**src/rtl/os_training_scheduler_pkg.sv**
```systemverilog
// rtl/os_training_scheduler_pkg.sv - shared symbols for the lane-training ordered-set scheduler
// Purpose: ordered-set type codes, FSM state encoding, generation codes and
//          SLOS block geometry shared by the scheduler, its interface and bench.
// Ports:   none (package).
package os_training_scheduler_pkg;

   typedef enum logic [2:0] {
      OS_NONE  = 3'd0,
      OS_SLOS1 = 3'd1,
      OS_SLOS2 = 3'd2,
      OS_TS1   = 3'd3,
      OS_TS2   = 3'd4
   } os_type_e;

   typedef enum logic [2:0] {
      ST_IDLE  = 3'd0,
      ST_SLOS1 = 3'd1,
      ST_SLOS2 = 3'd2,
      ST_TS1   = 3'd3,
      ST_TS2   = 3'd4,
      ST_DONE  = 3'd5,
      ST_ERROR = 3'd6
   } state_e;

   localparam logic [1:0] GEN2 = 2'b01;
   localparam logic [1:0] GEN3 = 2'b10;

   localparam int SLOS_BLOCKS_GEN2 = 32;
   localparam int SLOS_BLOCKS_GEN3 = 16;

   // Index of the final block of one SLOS sequence for the latched generation.
   function automatic logic [4:0] last_block_idx(input logic [1:0] gen);
      return (gen == GEN3) ? 5'(SLOS_BLOCKS_GEN3 - 1) : 5'(SLOS_BLOCKS_GEN2 - 1);
   endfunction

endpackage

```
**src/rtl/os_training_scheduler_if.sv**
```systemverilog
// rtl/os_training_scheduler_if.sv - ordered-set request handshake between scheduler and generator
// Purpose: bundles the valid/ready ordered-set request channel.
// Ports:   os_valid     request valid (scheduler -> generator)
//          os_ready     request accepted (generator -> scheduler)
//          os_type      ordered set to emit
//          os_block_idx SLOS block index, 0 for TS
interface os_training_scheduler_if;
   import os_training_scheduler_pkg::*;

   logic       os_valid;
   logic       os_ready;
   os_type_e   os_type;
   logic [4:0] os_block_idx;

   modport master (output os_valid, output os_type, output os_block_idx, input os_ready);
   modport slave  (input os_valid, input os_type, input os_block_idx, output os_ready);

endinterface

```
**src/rtl/os_training_scheduler_training_timer.sv**
```systemverilog
// rtl/os_training_scheduler_training_timer.sv - per-state watchdog counter
// Purpose: counts enabled cycles since the last clear and flags the cycle on
//          which the count reaches TIMEOUT_CYC.
// Ports:   clk, rst  clock, synchronous active-high reset
//          clr       restart the count (state change)
//          en        count this cycle
//          expired   this cycle completes TIMEOUT_CYC counted cycles
module training_timer
   #(parameter int               TMR_W       = 20,
     parameter logic [TMR_W-1:0] TIMEOUT_CYC = 20'hFFFFF)
   (input  logic clk,
    input  logic rst,
    input  logic clr,
    input  logic en,
    output logic expired);

   localparam logic [TMR_W-1:0] LAST_CNT = TIMEOUT_CYC - TMR_W'(1);

   logic [TMR_W-1:0] cnt;

   // The count after this cycle's increment would equal TIMEOUT_CYC.
   assign expired = en && (cnt == LAST_CNT);

   always_ff @(posedge clk) begin
      if (rst || clr) begin
         cnt <= '0;
      end else if (en && !expired) begin
         cnt <= cnt + TMR_W'(1);
      end
   end

endmodule

```
**src/rtl/os_training_scheduler.sv**
```systemverilog
// rtl/os_training_scheduler.sv - SLOS1/SLOS2/TS1/TS2 lane-training ordered-set sequencer
// Purpose: tells the ordered-set generator which set and SLOS block to send,
//          advancing on partner detection, minimum counts and a watchdog.
// Ports:   clk, rst        clock, synchronous active-high reset
//          training_en     level request; low aborts to IDLE
//          gen_sel         01 = Gen2, 10 = Gen3, latched when leaving IDLE
//          rx_slos1_det    partner SLOS1 detected pulse
//          rx_slos2_det    partner SLOS2 detected pulse
//          rx_ts2_det      partner TS2 detected pulse
//          os              ordered-set request channel (master side)
//          training_done   training complete
//          training_err    watchdog timeout or illegal gen_sel
module os_training_scheduler
   import os_training_scheduler_pkg::*;
   #(parameter int               MIN_SLOS    = 2,
     parameter int               TS1_CNT     = 16,
     parameter int               TS2_CNT     = 16,
     parameter int               TMR_W       = 20,
     parameter logic [TMR_W-1:0] TIMEOUT_CYC = 20'hFFFFF)
   (input  logic                            clk,
    input  logic                            rst,
    input  logic                            training_en,
    input  logic [1:0]                      gen_sel,
    input  logic                            rx_slos1_det,
    input  logic                            rx_slos2_det,
    input  logic                            rx_ts2_det,
    os_training_scheduler_if.master         os,
    output logic                            training_done,
    output logic                            training_err);

   localparam logic [7:0]  SEQ_MIN = 8'(MIN_SLOS);
   localparam logic [15:0] TS1_LIM = 16'(TS1_CNT);
   localparam logic [15:0] TS2_LIM = 16'(TS2_CNT);

   state_e      state, state_nxt;
   logic [1:0]  gen_q;
   logic [4:0]  blk_idx;
   logic [7:0]  seq_cnt;
   logic [15:0] ts_cnt;
   logic        slos1_seen, slos2_seen, ts2_seen;

   logic        active, xfer, last_blk, tmr_expired, slos_ok;
   logic        s1_eff, s2_eff, ts2_eff;
   logic [7:0]  seq_wrap;
   logic [15:0] ts_inc, ts_sat;

   always_comb begin
      active   = (state == ST_SLOS1) || (state == ST_SLOS2) ||
                 (state == ST_TS1)   || (state == ST_TS2);
      xfer     = active && os.os_ready;
      last_blk = (blk_idx == last_block_idx(gen_q));
      // Completed-sequence count as it will be after this cycle's wrap.
      seq_wrap = seq_cnt;
      if (last_blk && (seq_cnt < SEQ_MIN)) begin
         seq_wrap = seq_cnt + 8'd1;
      end
      ts_inc   = ts_cnt + 16'd1;
      ts_sat   = (ts_cnt >= TS2_LIM) ? ts_cnt : ts_inc;
      // Sticky flags merged with this cycle's pulse so a coincident pulse counts.
      s1_eff   = slos1_seen || (rx_slos1_det && (state == ST_SLOS1));
      s2_eff   = slos2_seen || (rx_slos2_det &&
                                ((state == ST_SLOS1) || (state == ST_SLOS2)));
      ts2_eff  = ts2_seen   || (rx_ts2_det &&
                                ((state == ST_TS1) || (state == ST_TS2)));
      slos_ok  = xfer && last_blk && (seq_wrap >= SEQ_MIN);
   end

   training_timer #(.TMR_W(TMR_W), .TIMEOUT_CYC(TIMEOUT_CYC)) u_timer (
      .clk     (clk),
      .rst     (rst),
      .clr     (state_nxt != state),
      .en      (active),
      .expired (tmr_expired)
   );

   // State register
   always_ff @(posedge clk) begin
      if (rst) begin
         state <= ST_IDLE;
      end else begin
         state <= state_nxt;
      end
   end

   // Next-state logic; abort outranks every other event.
   always_comb begin
      state_nxt = state;
      if (!training_en) begin
         state_nxt = ST_IDLE;
      end else begin
         case (state)
            ST_IDLE:  state_nxt = ((gen_sel == GEN2) || (gen_sel == GEN3)) ? ST_SLOS1 : ST_ERROR;
            ST_SLOS1: begin
               if (tmr_expired)                       state_nxt = ST_ERROR;
               else if (slos_ok && (s1_eff || s2_eff)) state_nxt = ST_SLOS2;
            end
            ST_SLOS2: begin
               if (tmr_expired)             state_nxt = ST_ERROR;
               else if (slos_ok && s2_eff)  state_nxt = ST_TS1;
            end
            ST_TS1: begin
               if (tmr_expired)                    state_nxt = ST_ERROR;
               else if (xfer && (ts_inc == TS1_LIM)) state_nxt = ST_TS2;
            end
            ST_TS2: begin
               if (tmr_expired)                                  state_nxt = ST_ERROR;
               else if (xfer && (ts_sat >= TS2_LIM) && ts2_eff)  state_nxt = ST_DONE;
            end
            default: state_nxt = state;
         endcase
      end
   end

   // Counters, latched generation and sticky partner flags.
   always_ff @(posedge clk) begin
      if (rst || (state_nxt == ST_IDLE)) begin
         gen_q      <= 2'b00;
         blk_idx    <= 5'd0;
         seq_cnt    <= 8'd0;
         ts_cnt     <= 16'd0;
         slos1_seen <= 1'b0;
         slos2_seen <= 1'b0;
         ts2_seen   <= 1'b0;
      end else begin
         if (state == ST_IDLE) begin
            gen_q <= gen_sel;
         end
         slos1_seen <= s1_eff;
         slos2_seen <= s2_eff;
         ts2_seen   <= ts2_eff;
         if (state_nxt != state) begin
            blk_idx <= 5'd0;
            seq_cnt <= 8'd0;
            ts_cnt  <= 16'd0;
         end else if (xfer) begin
            case (state)
               ST_SLOS1, ST_SLOS2: begin
                  blk_idx <= last_blk ? 5'd0 : blk_idx + 5'd1;
                  seq_cnt <= seq_wrap;
               end
               ST_TS1:  ts_cnt <= ts_inc;
               ST_TS2:  ts_cnt <= ts_sat;
               default: ts_cnt <= ts_cnt;
            endcase
         end
      end
   end

   // Outputs decode the registered state and counters only.
   always_comb begin
      os.os_valid     = active;
      os.os_type      = OS_NONE;
      os.os_block_idx = 5'd0;
      training_done   = (state == ST_DONE);
      training_err    = (state == ST_ERROR);
      case (state)
         ST_SLOS1: begin os.os_type = OS_SLOS1; os.os_block_idx = blk_idx; end
         ST_SLOS2: begin os.os_type = OS_SLOS2; os.os_block_idx = blk_idx; end
         ST_TS1:   os.os_type = OS_TS1;
         ST_TS2:   os.os_type = OS_TS2;
         default:  os.os_type = OS_NONE;
      endcase
   end

endmodule

```
**src/flat_wrapper.sv**
```systemverilog
// flat-port wrapper written by rule: the top's interface ports become plain ports
module os_training_scheduler_flat import os_training_scheduler_pkg::*;
#(parameter int               MIN_SLOS    = 2,
     parameter int               TS1_CNT     = 16,
     parameter int               TS2_CNT     = 16,
     parameter int               TMR_W       = 20,
     parameter logic [TMR_W-1:0] TIMEOUT_CYC = 20'hFFFFF)
  (clk, rst, training_en, gen_sel, rx_slos1_det, rx_slos2_det, rx_ts2_det, training_done, training_err, os_os_valid, os_os_type, os_os_block_idx, os_os_ready);
  os_training_scheduler_if os_i ();
  input  logic clk;
  input  logic rst;
  input  logic training_en;
  input  logic [1:0] gen_sel;
  input  logic rx_slos1_det;
  input  logic rx_slos2_det;
  input  logic rx_ts2_det;
  output logic training_done;
  output logic training_err;
  output wire logic [$bits(os_i.os_valid)-1:0] os_os_valid;
  output wire logic [$bits(os_i.os_type)-1:0] os_os_type;
  output wire logic [$bits(os_i.os_block_idx)-1:0] os_os_block_idx;
  input wire logic [$bits(os_i.os_ready)-1:0] os_os_ready;
  assign os_os_valid = os_i.os_valid;
  assign os_os_type = os_i.os_type;
  assign os_os_block_idx = os_i.os_block_idx;
  assign os_i.os_ready = os_os_ready;
  os_training_scheduler #(.MIN_SLOS(MIN_SLOS), .TS1_CNT(TS1_CNT), .TS2_CNT(TS2_CNT), .TMR_W(TMR_W), .TIMEOUT_CYC(TIMEOUT_CYC)) u_core (.clk(clk), .rst(rst), .training_en(training_en), .gen_sel(gen_sel), .rx_slos1_det(rx_slos1_det), .rx_slos2_det(rx_slos2_det), .rx_ts2_det(rx_ts2_det), .os(os_i), .training_done(training_done), .training_err(training_err));
endmodule
```
**config.mk**
```make
export PLATFORM = sky130hd
export DESIGN_NAME = os_training_scheduler_flat
export DESIGN_NICKNAME = d
export VERILOG_FILES = /design/src/rtl/os_training_scheduler_pkg.sv /design/src/rtl/os_training_scheduler_if.sv /design/src/rtl/os_training_scheduler_training_timer.sv /design/src/rtl/os_training_scheduler.sv /design/src/flat_wrapper.sv
export SDC_FILE = /design/constraint.sdc
export NUM_CORES = 1
export LEC_CHECK = 0
export CORE_UTILIZATION = 40
export CTS_BUF_LIST = sky130_fd_sc_hd__clkbuf_4 sky130_fd_sc_hd__clkbuf_8
export DETAILED_ROUTE_END_ITERATION = 7
export PLACE_DENSITY = 0.56
export SLEW_MARGIN = 5
export SYNTH_ARGS = -nofsm -noshare
export SYNTH_HDL_FRONTEND = slang
export SYNTH_SLANG_ARGS = --single-unit
export TNS_END_PERCENT = 10
```
**constraint.sdc**
```tcl
create_clock -name clk -period 2.9 [get_ports clk]
set_clock_uncertainty 0.15 [all_clocks]
set_input_delay 0.58 -clock clk [delete_from_list [all_inputs] [get_ports clk]]
set_output_delay 0.58 -clock clk [all_outputs]
set_load 0.005 [all_outputs]
```
==> run metrics <==
DP Area 3790 um^2; post-CTS setup repair buffer count 0; Mapped Cells 410; drt first pass iters 4; RSZ-0062 raised after global routing false; Mapped Area 3420 um^2; placed cell count 526; CP Capture Type output pin; register area 1140 um^2; global-route usage over all layers 18.4%; top_reg_cell synth dfxtp_1; CP peak stage delay 0.51 ns; Worst slew margin 64.6%; CTS H-tree depth 3; CTS tree done; vias post-DR 2952; Seq pwr share 43.4%; # port buffers 19; Finished Layout Cells 542; Logic pwr share 12.5%; Iter 0 DRT Violations 143; starting density of the core 41.4%; core area 8260 um^2; Tot Pwr 1840 uW; Tightest Pin Transition 0.522 ns; IO Count 20; nets 447; Hold Vio Cnt, Final 0; Die Span X 94.4 um; ys async rst share 0%; post-route cell area 4010 um^2; vias in the first global route 2744; outcome complete, no violations; Switching Power 474 uW; residual DRC count 0; Ys Warns 0; Final ANT Viol Nets 0; largest net degree at the start of global routing 37; Final Wtd Congestion 0.806; Synth Register Bits 57; CP max-delay cell clkdlybuf4s50_1; Setup crit start kind flop; initial antenna violation count 0; Post-CTS Hold Buffers 0; Critical Path RT 2.17 ns; Die Area 8910 um^2; EDFF count, synth 0; Max Buffers Root-to-Sink 2; clock share of power 44.1%; sequential fraction of the synthesis area 33.4%; Total Neg Setup Slack 0 ns; Slew Limit Fails 0; fin worst setup slack 0.137 ns; Int Pwr 1370 uW; worst path cell trace buf_4 -> xnor2_1 -> nor2_1 -> and2_1 -> clkdlybuf4s50_1; Max Cap Viol 0; peak supply drop 0.000229 V; row cnt 33; chip height 94.4 um; first-pass GRT wire length 12900 um; Worst-Skew Late Latency 0.33 ns; syn avg cell area 8.33 um^2; ANT cells 0; Worst Hold Class flop to flop; Multi-input gate area 2100 um^2; final setup fails 0; fillers 799; dpl ws 0.0362 ns; # resized after CTS 0; FMAX 362 MHz; commonest non-fill, non-tap cell in the layout dfxtp_1; final wirelength 7650 um; share of cells above drive strength 1 13.7%; Leak 0.00141 uW; power density of the placed cells 460 nW/um^2; fin crit period 2.76 ns; switch share 25.7%; period utilization 95.3%; CTS Buf Count 9; CP max FO 15; commonest non-fill, non-tap cells in the layout dfxtp_1, nand2_1, nor2_1; Avg Vias per Cell 5.45; Area growth syn-to-layout 17.4%; synthesized net count 425; clock sinks 57; Root Driver clkbuf_8; critical path arrival 2.03 ns; grt ovf 0; crit path kind flop to output pin; Post-DP HPWL 5220 um; synth unique cells 51; Reg clk slew, reported paths 0.07 ns; drt wl/cell 14.1 um
==> Yosys cell counts (6+ instances only) <==
master,count,area [um^2]
ha_1,6,75.1
xor2_1,25,219
and2_1,8,50.1
nor3b_1,6,45.0
xnor2_1,21,184
nand2_1,41,154
nor4b_2,8,120
nand4_1,11,68.8
nor3_1,22,110
inv_1,14,52.6
clkbuf_1,11,41.3
nor2_1,31,116
and3_1,9,56.3
a21oi_1,12,60.1
nor3_2,10,100
nand3_1,15,75.1
o21ai_0,10,50.1
nor4_1,30,188
buf_2,12,60.1
dfxtp_1,57,1140
==> per-stage QoR <==
stage,utilization [%],hold slack (ns)
3_5_place_dp,45.9,0.331
4_1_cts,48.5,0.348
5_1_grt,48.6,0.361
6_report,48.6,0.345
2_1_floorplan,-,0.288
3_3_place_gp,45.9,0.309
==> power groups by stage <==
stage / registers, uW / logic (uW) / clock network, uW
global placement: 817 / 230 / 0
finish: 799 / 230 / 814
global route: 800 / 250 / 878
floorplan: 816 / 147 / 0
detailed placement: 817 / 231 / 0
CTS: 799 / 233 / 834
==> area by class of cell <==
cell class	instances	area share, %
Clock inverter	6	2.06
Inverter	14	1.31
Timing Repair Buffer	38	9.24
Sequential cell	57	28.5
Clock buffer	10	3.28
Tap cell	105	3.28
Multi-Input combinational cell	312	52.4
==> kinds of logic (layout without fill, tap and decap cells) <==
family | after synthesis | after routing | synth area share [%]
compound gates | 45 | 45 | 9.08
xor+xnor | 47 | 47 | 12.6
fa+ha+maj | 6 | 6 | 2.20
buf+inv | 41 | 68 | 5.60
flops | 57 | 57 | 33.4
mux | 5 | 5 | 1.47
simple gates | 209 | 209 | 35.6
==> registers in the layout (all words and copies together), names as in the netlist <==
signal and flops:
u_core.blk_idx 5, u_core.gen_q 2, u_core.seq_cnt 8, u_core.slos1_seen 1, u_core.slos2_seen 1, u_core.state 3
u_core.ts2_seen 1, u_core.ts_cnt 16, u_core.u_timer.cnt 20
==> critical path: cells and delay by family, from the launching register on <==
| kind | cells | cell delay, ns |
|---|---|---|
| buffers and inverters | 2 | 0.70 |
| and+or+nand+nor | 2 | 0.56 |
| DFF | 1 | 0.32 |
| xor gates and xnor gates | 1 | 0.13 |
==> path summary, 6_finish.rpt <==
check                        start                 end  slack [ns]  cells after the start
setup / recovery   u_core.state[1]  os_os_block_idx[2]        0.14                      5
hold / removal     u_core.ts2_seen     u_core.ts2_seen        0.34                      2
setup reg to reg  u_core.ts_cnt[3]    u_core.ts_cnt[7]        0.20                      8
hold reg to reg    u_core.ts2_seen     u_core.ts2_seen        0.34                      2
==> per-layer routing <==
| metal | track usage (%) | part of all wire, % | vias to the layer above | routed length (um) |
|---|---|---|---|---|
| met5 | 0 | 0 | - | 0 |
| met4 | 6.41 | 1.2 | 0 | 94 |
| met3 | 4.03 | 3.8 | 9 | 294 |
| met2 | 27.8 | 43 | 58 | 3320 |
| met1 | 25.6 | 51 | 1375 | 3940 |
| li1 | - | - | 1510 | - |
No activity file was read; power rests on OpenSTA's default activity.
